===== config.mk =====
export PLATFORM = sky130hd
export DESIGN_NAME = toggle_period_meter
export DESIGN_NICKNAME = d
export VERILOG_FILES = /design/src/rtl/tpm_pkg.sv /design/src/rtl/sync_edge_detect.sv /design/src/rtl/toggle_period_meter.sv
export SDC_FILE = /design/constraint.sdc
export NUM_CORES = 1
export LEC_CHECK = 0
export ABC_AREA = 1
export CAP_MARGIN = 0
export CORE_MARGIN = 2
export CORE_UTILIZATION = 44
export DETAILED_ROUTE_END_ITERATION = 8
export DONT_BUFFER_PORTS = 1
export MAX_ROUTING_LAYER = met4
export PLACE_DENSITY = 0.65
export SLEW_MARGIN = 40
export SYNTH_ARGS = -nofsm -noshare
export SYNTH_HDL_FRONTEND = slang
export SYNTH_SLANG_ARGS = --single-unit

===== constraint.sdc =====
create_clock -name clk -period 3.69 [get_ports clk]
set_input_delay 0.738 -clock clk [delete_from_list [all_inputs] [get_ports clk]]
set_output_delay 0.738 -clock clk [all_outputs]
set_load 0.05 [all_outputs]

===== src/rtl/tpm_pkg.sv =====
// Shared types and constants for the toggle period meter and its pin-input helpers.
package tpm_pkg;

   typedef enum logic {IDLE, ARMED} tpm_state_t;

   localparam int TPM_CNT_W_DEFAULT = 16;
   localparam int TPM_SYNC_STAGES   = 2;
   localparam int TPM_MIN_PERIOD    = 2;

endpackage


===== src/rtl/sync_edge_detect.sv =====
// Synchronises an asynchronous pin input and flags its rising edges.
module sync_edge_detect
   import tpm_pkg::*;
(
   input  logic clk,
   input  logic rst,
   input  logic sig_in,
   output logic rise
);

   logic [TPM_SYNC_STAGES-1:0] sync_q;
   logic                       hist_q;

   always_ff @(posedge clk) begin
      if (rst) begin
         sync_q <= '0;
         hist_q <= 1'b0;
      end else begin
         sync_q <= {sync_q[TPM_SYNC_STAGES-2:0], sig_in};
         hist_q <= sync_q[TPM_SYNC_STAGES-1];
      end
   end

   assign rise = sync_q[TPM_SYNC_STAGES-1] & ~hist_q;

endmodule


===== src/rtl/toggle_period_meter.sv =====
// Measures the clk-cycle period between rising edges of an external toggle signal
// and publishes it byte-wise with sticky valid/overflow flags.
module toggle_period_meter
   import tpm_pkg::*;
#(
   parameter int CNT_W = TPM_CNT_W_DEFAULT
) (
   input  logic       clk,
   input  logic       rst,
   input  logic       sig_in,
   input  logic       enable,
   input  logic       clear,
   input  logic       byte_sel,
   output logic [7:0] data_out,
   output logic       valid,
   output logic       overflow,
   output logic       edge_pulse
);

   localparam logic [CNT_W-1:0] CNT_MAX = '1;

   tpm_state_t       state;
   logic [CNT_W-1:0] cnt;
   logic [CNT_W-1:0] cnt_inc;
   logic [CNT_W-1:0] period;
   logic [15:0]      period_w;
   logic             rise;

   sync_edge_detect u_sync (
      .clk    (clk),
      .rst    (rst),
      .sig_in (sig_in),
      .rise   (rise)
   );

   assign cnt_inc = (cnt == CNT_MAX) ? CNT_MAX : cnt + 1'b1;

   always_ff @(posedge clk) begin
      if (rst) begin
         state      <= IDLE;
         cnt        <= '0;
         period     <= '0;
         valid      <= 1'b0;
         overflow   <= 1'b0;
         edge_pulse <= 1'b0;
      end else begin
         edge_pulse <= rise;

         if (!enable) begin
            state <= IDLE;
            cnt   <= '0;
         end else begin
            case (state)
               IDLE: begin
                  cnt <= '0;
                  if (rise) state <= ARMED;
               end
               ARMED: begin
                  if (rise) cnt <= '0;
                  else      cnt <= cnt_inc;
               end
               default: begin
                  state <= IDLE;
                  cnt   <= '0;
               end
            endcase
         end

         // clear wins over any edge/saturation update; the counter restart above is unaffected
         if (clear) begin
            period   <= '0;
            valid    <= 1'b0;
            overflow <= 1'b0;
         end else if (enable && state == ARMED) begin
            if (rise) begin
               period <= cnt_inc;
               valid  <= 1'b1;
            end else if (cnt == CNT_MAX) begin
               overflow <= 1'b1;
            end
         end
      end
   end

   assign period_w = 16'(period);

   always_comb begin
      data_out = period_w[7:0];
      if (byte_sel) data_out = period_w[15:8];
   end

endmodule


==> flow_summary.ini <==
[worst_setup_path]
critPathBufInv = 0
rrSetupSlack_ps = 1930
critPathRequiredTime_ps = 2950
crit_chain = o21ai_2
cp_slowest_cell = o21ai_2
critPathLaunch = byte_sel
worst_r2r_startpoint = cnt[0]
crit_family = compound AO/OA/AOI/OAI gates
cp_slowest_stage_delay_ps = 470
crit_arrival_ps = 1210
worstPathMaxFanout = 15
critPathLaunchType = primary input
path_class = in -> out
cp-end-kind = primary output

[power]
ir_worst_vdd_mv = 0.201
leakage_nw = 0.863
p_per_area_mw_per_mm2 = 390

[synth]
synth_ff_type = dfxtp_1
synth_seq_cells = 39
ys_top_cells_by_count = nand2_1 (50), inv_1 (49), nor2_1 (41)
netlist_instances = 267
synth.area.top_cells = dfxtp_1 (42%), nand2_1 (10%), inv_1 (9.9%), nor2_1 (8.3%), o21ai_0 (5.4%)
netlist-cell-type-count = 25
yosysMostFrequentCell = nand2_1
syn_nets = 274
synth_warnings = 0
synth_top_area_share_pct = 42.2
synth_top_area_cell = dfxtp_1
syn_area_mm2 = 0.00185
synth-seq-area-share_pct = 42.2
async_reset_ff_share_pct = 0
syn_avg_cell_area_um2 = 6.93
synth_edf_count = 0

[final_layout]
regArea_um2 = 781
fillers = 394
fin_nets = 276
final_layout_size_suffix_gt1_share_pct = 12.6
syn_to_final_growth_pct = 9.13
antennaDiodeCount = 0
multi_input_area_um2 = 865
stdcell_count = 320

[floorplanning]
coreArea_mm2 = 0.00403
die_w_um = 68.9
die_h_um = 68.9
die_area_mm2 = 0.00474
rows = 23
io_pins = 17
start_util_pct = 45.9

[route]
drt_wl_total_um = 3750
drt_iter0_markers = 84
drc_errors = 0
vias_per_cell = 4.88
via_count = 1563
first_pass_iters = 5
wl_per_cell_um = 11.7
ant_nets = 0

[cts]
cts_hold_buf = 0
cts_resized = 0
cts_tree = yes
cts_made_buffers = 5
cts_sinks = 39
clkLatencyLatePin_ps = 290
htree_num_levels = 2
cts_max_path_buffers = 2
clkTransAtPathRegs_ps = 80
cts_setup_buffers = 0
clock-root-buffer = clkbuf_8

[sta]
tightest_slew_ps = 588
rsz0062_at_grt = no
finalCriticalPeriod_ps = 1950
setup_ws_ps = 1740
hold_viol = 0
fin_crit_sh_pct = 52.9
hold-worst-slack_ps = 410
setup_tns_ps = 0
relSlewSlack_pct = 60.8
max_freq_mhz = 513
setup_violations = 0
fin_skew_ps = 2.78
finalMaxSlewViolations = 0

[global_routing]
grt_max_degree = 21
use_met3_pct = 5.84
busiest_layer = met2
grt.total_usage_pct = 17.8
antenna_found_initial = 0
met1_usage_pct = 23.4
grt_overflow = 0
grt_util_met2_pct = 25.8
grt_pass1_vias = 1282
grt_pass1_wl_um = 5820

[place]
hpwl_um = 2800
io_buffer_count = 0
dp_cells = 312
gp_congestion = 0.824
dp_slack_ps = 1740

[job]
drv_cap = 0

[worst_hold_path]
hold_path.startpoint = u_sync.sync_q[0]
worst_hold_path_type = reg -> reg

[outcome]
status = finished, final reports clean
power by group:
| group | total (mW) | internal, mW | leakage, nW | switching (mW) |
|---|---|---|---|---|
| sequential | 0.424 | 0.422 | 0.315 | 0.00183 |
| combinational | 0.00870 | 0.00239 | 0.490 | 0.00631 |
| clock | 0.354 | 0.201 | 0.0581 | 0.153 |
| total | 0.787 | 0.626 | 0.863 | 0.161 |
path summary, 6_finish.rpt:
kind,endpoint,cells past startpoint
worst max-delay path,data_out[6],1
worst min-delay path,u_sync.sync_q[1],2
worst max register to register,period[13],7
worst min register to register,u_sync.sync_q[1],2
sequential cells by signal (all words and copies together), names as in the netlist:
| register | count |
|---|---|
| u_sync.sync_q | 2 |
| u_sync.hist_q | 1 |
| state | 1 |
| valid | 1 |
| edge_pulse | 1 |
| period | 16 |
| cnt | 16 |
| overflow | 1 |
layout by cell type, fill, tap and decap left out:
master      n
nor2_1     41
a21oi_2     2
nor2_4      2
o21ai_2     7
nand3_2     3
nor3_2      1
clkinv_2    1
xnor2_1     1
clkbuf_8    5
inv_2       3
nand3_1    19
nand4_1     2
clkinv_4    1
clkinv_1    1
nand2_1    50
inv_1      49
bufinv_16   1
a21oi_1    14
nor3_4      1
ha_1        1
nand2_2     1
xor2_1      6
o21ai_0    13
nor2_2      5
dfxtp_1    39
mux2_2      1
area by class of cell:
cell class | count | share of cell area (%)
sequential | 39 | 38.7
multi-input combinational | 170 | 42.8
inverter | 53 | 9.85
tap | 50 | 3.10
clock buffer | 5 | 3.41
clock inverter | 3 | 2.17
stage by stage:
step                total power [mW]  area (µm²)  util, %
detailed placement             0.443        1910     47.3
floorplan                      0.442        1850        -
global route                   0.816        2020     50.1
finish                         0.787        2020     50.1
CTS                            0.796        2020     50.1
global placement               0.443        1880     46.7
cell families after synthesis:
kind of cell	count (synthesis)	share of synthesized area (%)
AO/OA/AOI/OAI	36	10.1
XOR/XNOR	7	3.31
adder cells (fa/ha/maj)	1	0.676
buffers and inverters	58	12.5
flip-flops	39	42.2
multiplexers	1	0.608
AND/OR/NAND/NOR	125	30.6
per-layer routing:
layer / part of all wire (%) / vias to the layer above
li1: - / 821
met1: 49 / 707
met2: 45 / 30
met3: 4.5 / 5
met4: 1.0 / 0
met5: 0 / -
(Power assumes the default switching activity.)
